===== src/rtl/rcv_field_shifter.sv =====
// USB receive field deserializer: unstuffs the decoded bit stream and shifts it LSB-first into per-field registers.
// Optional data+CRC16 residual check is compiled in with RCV_CRC16_CHK_EN; otherwise crc16_ok is tied high.
module rcv_field_shifter #(
  parameter int DATA_BITS   = 64,
  parameter int STUFF_LIMIT = 6
) (
  input  logic                 clk,
  input  logic                 rst,
  input  logic                 shift_enable,
  input  logic                 d_orig,
  input  logic                 sync_rcving,
  input  logic                 pid_rcving,
  input  logic                 crc5_rcving,
  input  logic                 data_rcving,
  input  logic                 crc16_rcving,
  output logic [7:0]           rcv_sync,
  output logic [7:0]           rcv_pid,
  output logic [4:0]           rcv_crc5,
  output logic [15:0]          rcv_crc16,
  output logic [DATA_BITS-1:0] rcv_data,
  output logic                 sync_bits_received,
  output logic                 pid_bits_received,
  output logic                 crc5_bits_received,
  output logic                 data_bits_received,
  output logic                 crc16_bits_received,
  output logic                 stuff_err,
  output logic                 crc16_ok
);

  localparam int OW = $clog2(STUFF_LIMIT + 1);

  typedef enum logic [2:0] {F_IDLE, F_SYNC, F_PID, F_CRC5, F_DATA, F_CRC16} field_e;

  field_e        cur_field, prev_field;
  logic [6:0]    bit_cnt, cnt_base, last_idx;
  logic [OW-1:0] ones_cnt;
  logic          done, done_base, changed, active, stuffed, accept, complete;
  logic          sync_q;

  always_comb begin
    cur_field = F_IDLE;
    last_idx  = 7'd0;
    case ({sync_rcving, pid_rcving, crc5_rcving, data_rcving, crc16_rcving})
      5'b10000: cur_field = F_SYNC;
      5'b01000: cur_field = F_PID;
      5'b00100: cur_field = F_CRC5;
      5'b00010: cur_field = F_DATA;
      5'b00001: cur_field = F_CRC16;
      default:  cur_field = F_IDLE;
    endcase
    case (cur_field)
      F_SYNC:  last_idx = 7'd7;
      F_PID:   last_idx = 7'd7;
      F_CRC5:  last_idx = 7'd4;
      F_DATA:  last_idx = 7'(DATA_BITS - 1);
      F_CRC16: last_idx = 7'd15;
      default: last_idx = 7'd0;
    endcase
    // A field switch restarts counting; a bit strobed in that same cycle is bit 0.
    changed   = (cur_field != prev_field);
    cnt_base  = changed ? 7'd0 : bit_cnt;
    done_base = changed ? 1'b0 : done;
    active    = (cur_field != F_IDLE);
    stuffed   = shift_enable && active && (ones_cnt == OW'(STUFF_LIMIT));
    accept    = shift_enable && active && !stuffed && !done_base;
    complete  = accept && (cnt_base == last_idx);
  end

  always_ff @(posedge clk) begin
    if (rst) begin
      prev_field          <= F_IDLE;
      bit_cnt             <= '0;
      ones_cnt            <= '0;
      done                <= 1'b0;
      sync_q              <= 1'b0;
      rcv_sync            <= '0;
      rcv_pid             <= '0;
      rcv_crc5            <= '0;
      rcv_crc16           <= '0;
      rcv_data            <= '0;
      sync_bits_received  <= 1'b0;
      pid_bits_received   <= 1'b0;
      crc5_bits_received  <= 1'b0;
      data_bits_received  <= 1'b0;
      crc16_bits_received <= 1'b0;
      stuff_err           <= 1'b0;
    end else begin
      prev_field          <= cur_field;
      sync_q              <= sync_rcving;
      sync_bits_received  <= complete && (cur_field == F_SYNC);
      pid_bits_received   <= complete && (cur_field == F_PID);
      crc5_bits_received  <= complete && (cur_field == F_CRC5);
      data_bits_received  <= complete && (cur_field == F_DATA);
      crc16_bits_received <= complete && (cur_field == F_CRC16);

      if (!active) begin
        bit_cnt  <= '0;
        done     <= 1'b0;
        ones_cnt <= '0;
      end else begin
        bit_cnt <= accept ? cnt_base + 7'd1 : cnt_base;
        done    <= done_base || complete;
        if (stuffed)
          ones_cnt <= '0;
        else if (accept)
          ones_cnt <= d_orig ? ones_cnt + OW'(1) : '0;
      end

      if (accept) begin
        case (cur_field)
          F_SYNC:  rcv_sync  <= {d_orig, rcv_sync[7:1]};
          F_PID:   rcv_pid   <= {d_orig, rcv_pid[7:1]};
          F_CRC5:  rcv_crc5  <= {d_orig, rcv_crc5[4:1]};
          F_DATA:  rcv_data  <= {d_orig, rcv_data[DATA_BITS-1:1]};
          F_CRC16: rcv_crc16 <= {d_orig, rcv_crc16[15:1]};
          default: ;
        endcase
      end

      // A new packet clears the sticky error; a stuff violation in that same cycle still sets it.
      if (sync_rcving && !sync_q)
        stuff_err <= 1'b0;
      if (stuffed && d_orig)
        stuff_err <= 1'b1;
    end
  end

`ifdef RCV_CRC16_CHK_EN
  logic [15:0] lfsr;

  function automatic logic [15:0] lfsr_step(input logic [15:0] s, input logic b);
    return {s[14:0], 1'b0} ^ ((b ^ s[15]) ? 16'h8005 : 16'h0000);
  endfunction

  always_ff @(posedge clk) begin
    if (rst) begin
      lfsr     <= 16'hFFFF;
      crc16_ok <= 1'b0;
    end else begin
      if (crc16_bits_received)
        crc16_ok <= (lfsr == 16'h800D);
      if (cur_field == F_DATA && changed) begin
        lfsr     <= accept ? lfsr_step(16'hFFFF, d_orig) : 16'hFFFF;
        crc16_ok <= 1'b0;
      end else if (accept && (cur_field == F_DATA || cur_field == F_CRC16)) begin
        lfsr <= lfsr_step(lfsr, d_orig);
      end
    end
  end
`else
  assign crc16_ok = 1'b1;
`endif

endmodule


===== config.mk =====
export PLATFORM = sky130hd
export DESIGN_NAME = rcv_field_shifter
export DESIGN_NICKNAME = d
export VERILOG_FILES = /design/src/rtl/rcv_field_shifter.sv
export SDC_FILE = /design/constraint.sdc
export NUM_CORES = 1
export LEC_CHECK = 0
export CORE_MARGIN = 1.5
export CORE_UTILIZATION = 45
export CTS_CLUSTER_DIAMETER = 200
export DETAILED_ROUTE_END_ITERATION = 16
export GPL_TIMING_DRIVEN = 0
export HOLD_SLACK_MARGIN = 0.03
export PLACE_DENSITY_LB_ADDON = 0.05
export SYNTH_ARGS = -nofsm -noshare
export SYNTH_HDL_FRONTEND = slang
export SYNTH_SLANG_ARGS = --single-unit

===== constraint.sdc =====
create_clock -name clk -period 3.08 [get_ports clk]
set_clock_uncertainty 0.1 [all_clocks]
set_input_delay 0.308 -clock clk [delete_from_list [all_inputs] [get_ports clk]]
set_output_delay 0.308 -clock clk [all_outputs]
set_load 0.05 [all_outputs]

# --- Word-level counts from Yosys, hierarchy flattened ---
# Cells that the tools add are included.
classes:
  reduce_logical: 26
  eq_ne: 13
  mux: 8
  addsub: 2
  n_bitwise: 1
op_table:
  columns: ["op", "count"]
  rows:
  - ["$pmux 6 s4", 1]
  - ["$pmux 3 s5", 1]
  - ["$mux 7", 2]
  - ["$logic_and 1x1->1", 12]
  - ["$reduce_and 2->1", 5]
  - ["$eq 3x3->1 const B", 3]
  - ["$add 7x1->7 const B", 1]
  - ["$eq 7x7->1", 1]
  - ["$eq 3x2->1 const B", 2]
  - ["$eq 5x1->1 const B", 1]
  - ["$eq 5x2->1 const B", 1]
  - ["$eq 5x3->1 const B", 1]
  - ["$eq 5x4->1 const B", 1]
  - ["$eq 5x5->1 const B", 1]
  - ["$reduce_or 2->1", 2]
  - ["$add 3x1->3 const B", 1]
  - ["$eq 3x1->1 const B", 1]
  - ["$logic_not 1->1", 3]
  - ["$mux 1", 3]
  - ["$mux 3", 1]
  - ["$ne 3x3->1", 1]
  - ["$reduce_bool 3->1", 1]
  - ["$reduce_or 3->1", 1]
  - ["$reduce_bool 2->1", 1]
  - ["2 further kinds", 2]
totals:
  inputBits: 9
  out_inout_bits: 108
  elab_cells: 66
  register_bits: 122

# --- Longest topological paths before layout ---
# Gate-level depths: netlist of run 1.
depth:
  depth_word: 10
  mapped_depth: 12
  depth_no_buf: 9

# --- Least setup slack after synthesis of run 1 ---
# No wires, ideal clock.
synth_timing:
  path_kind: "input to register"
  startpoint: "in crc5_rcving"
  endpoint: "reg bit_cnt[6]"
  required_time_ns: 2.910
  n_path_buf: 2
  setup_ns: 0.070
  arrival_time_ns: 2.787
  setup_slack_ns: 0.123
  stages: 11
  path_cell_list: "buf_2 -> nor3_1 -> nand2_1 -> xor2_1 -> clkbuf_1 -> nand3_1 -> inv_1 -> ha_1 -> inv_1 -> or4_1 -> a21oi_1"
synth_via:
  elab_chain_len: 9
  word_cells_on_any_way: 20
  cone_classes: "add/sub (1); eq/ne (6); mux (4); bitwise (1); reduce/logical (8)"
synth_lines:
  columns: ["item", "line_no", "source"]
  rows:
  - ["from (decl)", "13", "input logic crc5_rcving,"]
  - ["$eq 5x1->1, or another cell as far along", "43", "case ({sync_rcving, pid_rcving, crc5_rcving, data_rcving, crc16_rcving})"]
  - ["$pmux 3 s5 *", "43", null]
  - ["branches (longest 7 deep; another with $add 7x1->7)", null, null]
  - ["to (signal assigned)", "101", "bit_cnt <= accept ? cnt_base + 7'd1 : cnt_base;"]
  - ["to (decl)", "35", "logic [6:0] bit_cnt, cnt_base, last_idx;"]
# Mark *: on every way between the ends.
# A chain may end at the register's enable or synchronous reset.

# --- Worst setup path after layout of run 1 ---
layout_timing:
  startpoint: "in data_rcving"
  endpoint: "reg rcv_crc16[14]"
layout_via:
  elab_chain_len: 9
  word_cells_on_any_way: 17
  cone_classes: "eq/ne (7); mux (2); reduce/logical (8)"
layout_lines:
  columns: ["item", "line_no", "source"]
  rows:
  - ["from (decl)", "14", "input logic data_rcving,"]
  - ["$eq 5x1->1, or another cell as far along", "43", null]
  - ["$pmux 3 s5 *", "43", null]
  - ["$reduce_bool 3->1", "63", "active = (cur_field != F_IDLE);"]
  - ["$logic_and 1x1->1", "64, 65", null]
  - ["$logic_and 1x1->1", "64", "stuffed = shift_enable && active && (ones_cnt == OW'(STUFF_LIMIT));"]
  - ["$logic_not 1->1", "65", "accept = shift_enable && active && !stuffed && !done_base;"]
  - ["$logic_and 1x1->1 (2 in series)", "65", null]
  - ["$reduce_and 2->1 (no line) *", null, null]
  - ["to (signal assigned)", "115", "F_CRC16: rcv_crc16 <= {d_orig, rcv_crc16[15:1]};"]
  - ["to (decl)", "19", "output logic [15:0] rcv_crc16,"]
# Mark *: on every way between the ends. The rest lies on a longest branch, timed or not.

==> results of run 1 <==
==> per-stage QoR <==
stage | power (uW) | setup TNS (ns) | instance area, um2 | cells
finish | 3550 | 0 | 6760 | 840
global route | 3660 | 0 | 6760 | 840
CTS | 3570 | 0 | 6700 | 835
detailed placement | 1740 | -43.57 | 6140 | 804
global placement | 1740 | -36.22 | 6140 | 804
floorplan | 1710 | 0 | 4880 | 559
==> per-layer routing <==
metal | global-route usage | share of wire
met1 | 0.253 | 0.44
met2 | 0.318 | 0.47
met3 | 0.0766 | 0.080
met4 | 0.0829 | 0.011
met5 | 0 | 0
==> worst max-delay path, stage by stage <==
cell	delay [ns]
dlygate4sd3_1	0.55
buf_6	0.14
or3_4	0.38
or3_1	0.37
and4_1	0.21
buf_6	0.13
a311oi_4	0.59
buf_4	0.32
mux2i_1	0.21
nor2_1	0.05
==> cell usage in the layout (no fill, tap or decap), drive strengths merged, types with 3 or more instances in the layout <==
cell and instances:
buf 23, clkinv 5, mux2i 36, and4 4, nor4 6, clkdlybuf4s50 109, ha 3, or4 3
dfxtp 122, inv 9, o211ai 3, nand2b 9, o21ai 12, xor2 3, nand2 138, nor2 39
or3 6, a21oi 74, a311oi 4, xnor2 5, clkbuf 42, nand3b 3, nor2b 3, nand3 10
a31oi 3, nor3 4
==> cells by family (layout without fill, tap and decap cells) <==
group,after synthesis,after routing,synth area share
and+or+nand+nor,231,231,0.208
DFF,122,122,0.501
AOI/OAI and AO/OA,109,109,0.139
buffers and inverters,49,194,0.0549
muxes,36,36,0.0739
xor gates and xnor gates,8,8,0.0144
adders and majority gates,3,3,0.00770
other,1,1,0.000769
==> Yosys cell counts, drive strengths merged (2+ instances only) <==
cell type	instances
nand4	2
ha	3
clkbuf	22
xor2	3
nand2b	9
a21oi	74
nor4	6
nand2	138
nor3	4
nor2b	3
or4	3
nor2	39
o211a	2
mux2i	36
buf	18
o21ai	12
a31o	2
nand3b	3
nand3	10
inv	9
xnor2	5
a31oi	3
a311oi	4
or3	6
nor3b	2
dfxtp	122
o211ai	3
and4	4
==> flip-flops by register name (all words and copies together) (netlist names), 3 cells and up <==
register    cells
bit_cnt         7
ones_cnt        3
prev_field      3
rcv_crc16      16
rcv_crc5        5
rcv_data       64
rcv_pid         8
rcv_sync        8
==> final timing paths <==
check | from | endpoint | depth (start not counted)
worst min-delay path | crc5_rcving | prev_field[0] | 3
worst min register to register | rcv_data[0] | rcv_data[0] | 2
worst max register to register | prev_field[0] | bit_cnt[6] | 11
worst max-delay path | data_rcving | rcv_crc16[14] | 10
==> where the power goes <==
part,internal [uW],switching (uW)
Sequential,1580,1.36
Combinational,42.2,88.6
Clock,1170,663
==> timing repair <==
action                                  in CTS  in global routing
gates cloned                                 0                  0
endpoints found under the setup margin      62                 78
gates resized for setup                      1                  8
pin swaps                                    0                  2
buffers inserted                             0                  5
endpoints found under the hold margin        2                  0
hold buffers                                 2                  0
==> final cells by class <==
class,count,area [um2]
Fill cell,904,3650
Sequential cell,122,2440
Multi-Input combinational cell,388,2180
Timing Repair Buffer,116,1150
Clock buffer,20,445
Buffer,40,239
Tap cell,136,170
Clock inverter,9,100
Inverter,9,33.8
==> impl_results.md, run 1 <==
- Sort of element at the start of the critical path: input pin
- Floorplan row count: 37
- Avg WL per Cell: 13.6 um
- Hold WC Path Type: input pin to flip-flop
- Violation count after the first detailed-route iteration: 188
- Category of the worst setup path capture point: flip-flop
- CTS tree: done
- Count of flip-flops with a built-in enable after synthesis: 0
- Final routed DRC violation total: 0
- Register-to-register setup slack: 0.51 ns
- Sequential cell area fraction in the yosys report: 0.501
- Post-detailed-routing wire length: 11.4 mm
- Most used flip-flop cell after synthesis: dfxtp_1
- Mean post-synth cell area: 8.72 um2
- Proportion of layout cells with a drive suffix above 1: 0.0923
- Clock Latency Late Sink: 0.51 ns
- Flop and latch count out of synthesis: 122
- Critical Path RT: 3.37 ns
- Final global-route overflow total: 0
- Critical path fanouts, max: 10
- Initial standard-cell utilization of the core: 0.468
- Number of antenna violations at the first check in global routing: 0
- Power per Cell Area: 525 mW/mm2
- Worst slack at placement: -0.649 ns
- Post-Synthesis Net Count: 571
- Leak pwr: 0.00227 uW
- Via count: 4,226
- Number of detailed-route iterations in the first pass: 5
- I/O pin count: 117
- Number of distinct library cells after synthesis: 46
- Number of nets in the layout: 706
- Number of hold violations in the final report: 0
- Total number of clock tree sinks: 122
- Height of the die: 107 um
- CTS Buf Count: 17
- DIE AREA: 0.0115 mm2
- Tcrit/Tclk final: 0.970
- PnR worst setup slack: 0.0927 ns
- Placed wire-length estimate after detailed placement: 7.96 mm
- Max Freq: 0.335 GHz
- Type of the worst setup path: input pin to flip-flop
- Post-Syn Area: 0.00488 mm2
- Layout Utilization: 0.649
- Leading cell types by total area after synthesis: dfxtp_1, nand2_1, a21oi_1, mux2i_1, nor2_1
- Core area: 0.0104 mm2
- Clock root buffer: clkbuf_8
- Global router's overall resource usage: 0.204
- IR drop worst, VDD: 321 uV
- N_diodes: 0
- RSZ-0062 raised after global routing: false
- Yosys warning total: 0
- Number of global-route vias before repair: 3,916
- Syn-to-layout area delta: 38.7%
- Area share of the largest cell type after synthesis: 0.501
- Post-detailed-route count of antenna-violating nets: 0
- Global placer's final weighted congestion: 0.858
- Level count of the clock H-tree: 4
- Number of vias per cell after detailed routing: 5.03
- Library cell occupying the most area in the post-synthesis netlist: dfxtp_1
- Largest net degree at the start of global routing: 17
- Chip Width: 107 um
- Run status: completed
- Headroom to the max-slew limit: 0.490
- Final Critical Period: 2.99 ns
- Maxcap violations: 0
- Final setup vio count: 0
- Max Root-Sink Buffers: 2
- Worst slew pin tran: 0.761 ns
- Post-route worst hold slack: 0.111 ns
- Cells after Synth: 559
- Reg clk slew, reported paths: 0.06 ns
- First-pass GRT wire length: 18.4 mm
- Fraction of registers with async set or reset after synthesis: 0
- Final-report max-slew violation count: 0
- Port-buffer cells: 109
- Worst endpoint data arrival time: 3.28 ns
(Power assumes the default switching activity.)
==> inputs of run 2 (changes only) <==
ABC_AREA = 1   (was unset)
ABC_CLOCK_PERIOD_IN_PS = 3080   (was unset)
CORE_UTILIZATION = 44   (was 45)
SKIP_CTS_REPAIR_TIMING = 1   (was unset)
==> impl_results.md, run 2 <==
- Ordered list of cells on the worst path: clkdlybuf4s50_1 > nor2_1 > nand3_1 > nand3_1 > nand2_1 > nand2_2 > nand2_1 > nor2_1 > ha_1 > inv_1 > nor2_1 > inv_1 > nor2_1 > nand3_1 > a21oi_1
- Core area: 0.0107 mm2 (+3.2%)
- Critical Path RT: 3.41 ns (+0.04 ns)
- Number of vias per cell after detailed routing: 5.09 (+1.3%)
- Depth of the worst register-to-register path: 12 (+1)
- Proportion of synthesized area in mux cells: 0 (-0.0739)
- Via count: 4,626 (+9.5%)
- Library cell occupying the most area in the post-synthesis netlist: dfxtp_1
- Power per Cell Area: 568 mW/mm2 (+8.2%)
- Initial standard-cell utilization of the core: 0.449 (-0.0188)
- Most numerous cell types in the synthesized netlist: dfxtp_1, nand2_1, a21oi_1, nand3_1, inv_1
- Fraction of registers with async set or reset after synthesis: 0 (unchanged)
- Mean post-synth cell area: 7.76 um2 (-11%)
- Sequential cell area fraction in the yosys report: 0.506 (+0.00493)
- IR drop worst, VDD: 329 uV (+2.7%)
- Max Freq: 0.375 GHz (+12%)
- Xor/xnor cell area share of the yosys netlist: 0 (-0.0144)
- Critical path fanouts, max: 10 (unchanged)
- Post-Syn Area: 0.00483 mm2 (-0.98%)
- Leak pwr: 0.00241 uW (+6.1%)
- Most frequent cells in the layout: dfxtp_1, clkdlybuf4s50_1, nand2_1
- Number of distinct library cells after synthesis: 33 (-28%)
- Floorplan row count: 38 (+2.7%)
- Level count of the clock H-tree: 4 (unchanged)
- Number of nets in the layout: 767 (+8.6%)
- Most frequent cell on the critical path: nor2_1
- Total number of clock tree sinks: 122 (unchanged)
- Avg WL per Cell: 13.3 um (-2.3%)
- Instance count after placement with tap cells included: 876 (+9.0%)
- Number of detailed-route iterations in the first pass: 5 (unchanged)
- Combinational family with the most area after synthesis: simple AND/OR/NAND/NOR gates
- Clock root buffer: clkbuf_8
- Final setup vio count: 0 (unchanged)
- Met1 Wirelength: 5.38 mm (+6.3%)
- Proportion of layout cells with a drive suffix above 1: 0.0859 (-0.00639)
- Flip-flop count of the largest register, all copies and words added: 64 (unchanged)
- Post-detailed-route count of antenna-violating nets: 0 (unchanged)
- Placed wire-length estimate after detailed placement: 8.49 mm (+6.6%)
- Most instantiated library cell after synthesis: dfxtp_1
- Tcrit/Tclk final: 0.866 (-0.104)
- Layout Utilization: 0.631 (-0.0177)
- Design Power: 3850 uW (+8.6%)
- Chip Width: 108 um (+0.62%)
- Post-detailed-routing wire length: 12.0 mm (+5.6%)
- Category of the worst setup path capture point: flip-flop
- Met3 layer wire length in the routed design: 774 um (-15%)
- DIE AREA: 0.0116 mm2 (+1.2%)
- Final Critical Period: 2.67 ns (-0.321 ns)
- Port-buffer cells: 114 (+4.6%)
- Number of global-route vias before repair: 4,352 (+11%)
- Type of the worst setup path: input pin to flip-flop
- Largest net degree at the start of global routing: 17 (unchanged)
- Max Root-Sink Buffers: 2 (unchanged)
- Post-route setup TNS: 0 ns (unchanged)
- Post-route worst hold slack: 0.250 ns (+0.139 ns)
- Leading cell type in the layout, fill and taps excluded: dfxtp_1
- Peak per-stage delay on the critical path: 0.49 ns (-0.10 ns)
- Flop and latch count out of synthesis: 122 (unchanged)
- CTS Buf Count: 17 (unchanged)
- Worst endpoint data arrival time: 3.00 ns (-0.28 ns)
- Violation count after the first detailed-route iteration: 248 (+32%)
- Hold WC Path Type: input pin to flip-flop
- Run status: completed
- Post-Synthesis Net Count: 634 (+11%)
- Number of antenna violations at the first check in global routing: 0 (unchanged)
- Headroom to the max-slew limit: 0.621 (+0.131)
- Reg clk slew, reported paths: 0.06 ns (about the same)
- Most used flip-flop cell after synthesis: dfxtp_1
- Compound-gate portion of the synthesized area: 0.154 (+0.0146)
- Maxcap violations: 0 (unchanged)
- Largest registers: rcv_data (64), rcv_crc16 (16)
- Register with the most flip-flops: rcv_data
- DR top layer: met4
- Final non-filler cell total: 908 (+8.1%)
- Yosys warning total: 0 (unchanged)
- Register-to-register setup slack: 1.05 ns (+0.54 ns)
- Final global-route overflow total: 0 (unchanged)
- N_diodes: 0 (unchanged)
- Height of the die: 108 um (+0.62%)
- Worst slew pin tran: 0.567 ns (-0.195 ns)
- Met2 WL post-DR: 5.75 mm (+8.4%)
- Area share of the largest cell type after synthesis: 0.506 (+0.00493)
- RSZ-0062 raised after global routing: false
- Number of cells on the worst hold path: 3 (unchanged)
- Leading cell types by total area after synthesis: dfxtp_1, a21oi_1, nand3_1, nand2_1, inv_1
- Global placer's final weighted congestion: 0.836 (-2.6%)
- Number of hold violations in the final report: 0 (unchanged)
- CTS tree: done
- Sort of element at the start of the critical path: input pin
- Final-report max-slew violation count: 0 (unchanged)
- Clock Latency Late Sink: 0.50 ns (about the same)
- Library cell contributing the largest single delay on the critical path: clkdlybuf4s50_1
- Fraction of the mapped netlist area in adder cells: 0.00777 (+0.0000758)
- Final routed DRC violation total: 0 (unchanged)
- Count of flip-flops with a built-in enable after synthesis: 0 (unchanged)
- First-pass GRT wire length: 19.8 mm (+7.8%)
- Global router's overall resource usage: 0.216 (+0.0118)
- Cells after Synth: 622 (+11%)
- Syn-to-layout area delta: 40.5%
- Fraction of the mapped netlist area in simple logic gates: 0.242 (+0.0339)
- I/O pin count: 117 (unchanged)
## run 2: cell types whose count changed in the layout (fill, tap and decap cells not counted), moves of 20 or more
cell | before | now
nand2_1 | 138 | 110
inv_1 | 9 | 56
o21ai_0 | 10 | 30
nand3_1 | 10 | 87
mux2i_1 | 36 | 0
a21oi_1 | 74 | 109
## run 2: worst paths after layout
| kind | start | endpoint |
|---|---|---|
| min | rst | rcv_data[48] |
| max reg2reg | prev_field[1] | bit_cnt[6] |
| min reg2reg | rcv_pid[0] | rcv_pid[0] |
| max | data_rcving | bit_cnt[6] |
## run 2: worst max-delay path: cells and delay by family
kind	cells	cell delay (ns)
and+or+nand+nor	10	1.75
buffers and inverters	3	0.63
adders and majority gates	1	0.17
AOI/OAI and AO/OA	1	0.13
## run 2: stage by stage
step	setup slack (ns)	instance area [um2]
after floorplan	0.946	4830
after CTS	0.438	6790
after global routing	0.188	6790
final	0.414	6790
after global placement	-0.0214	6140
after detailed placement	-0.0889	6140
## run 2: cells by family (layout without fill, tap and decap cells)
kind of cell,count (synthesis),count (layout)
flip-flops,122,122
AND/OR/NAND/NOR,252,252
buffers and inverters,98,244
AO/OA/AOI/OAI,146,146
other,1,1
adder cells (fa/ha/maj),3,3
## run 2: layout make-up
class | instances | area, um2
plain buffers | 39 | 209
flip-flops and latches | 122 | 2440
inverters | 59 | 224
fillers | 980 | 3960
clock inverters | 12 | 195
multi-input cells | 402 | 1950
clock buffers | 20 | 445
repair buffers | 114 | 1140
well taps | 140 | 175
## run 2: routing by layer
| layer | track usage | up-vias |
|---|---|---|
| met5 | 0 | - |
| met4 | 0.0818 | 0 |
| met3 | 0.0738 | 15 |
| met2 | 0.357 | 132 |
| met1 | 0.258 | 2144 |
| li1 | - | 2335 |
## run 2: where the power goes
group	switching (uW)	internal, uW	total (uW)
clock network	696	1430	2130
registers	1.80	1580	1580
logic	99.3	39.1	138
total	797	3050	3850
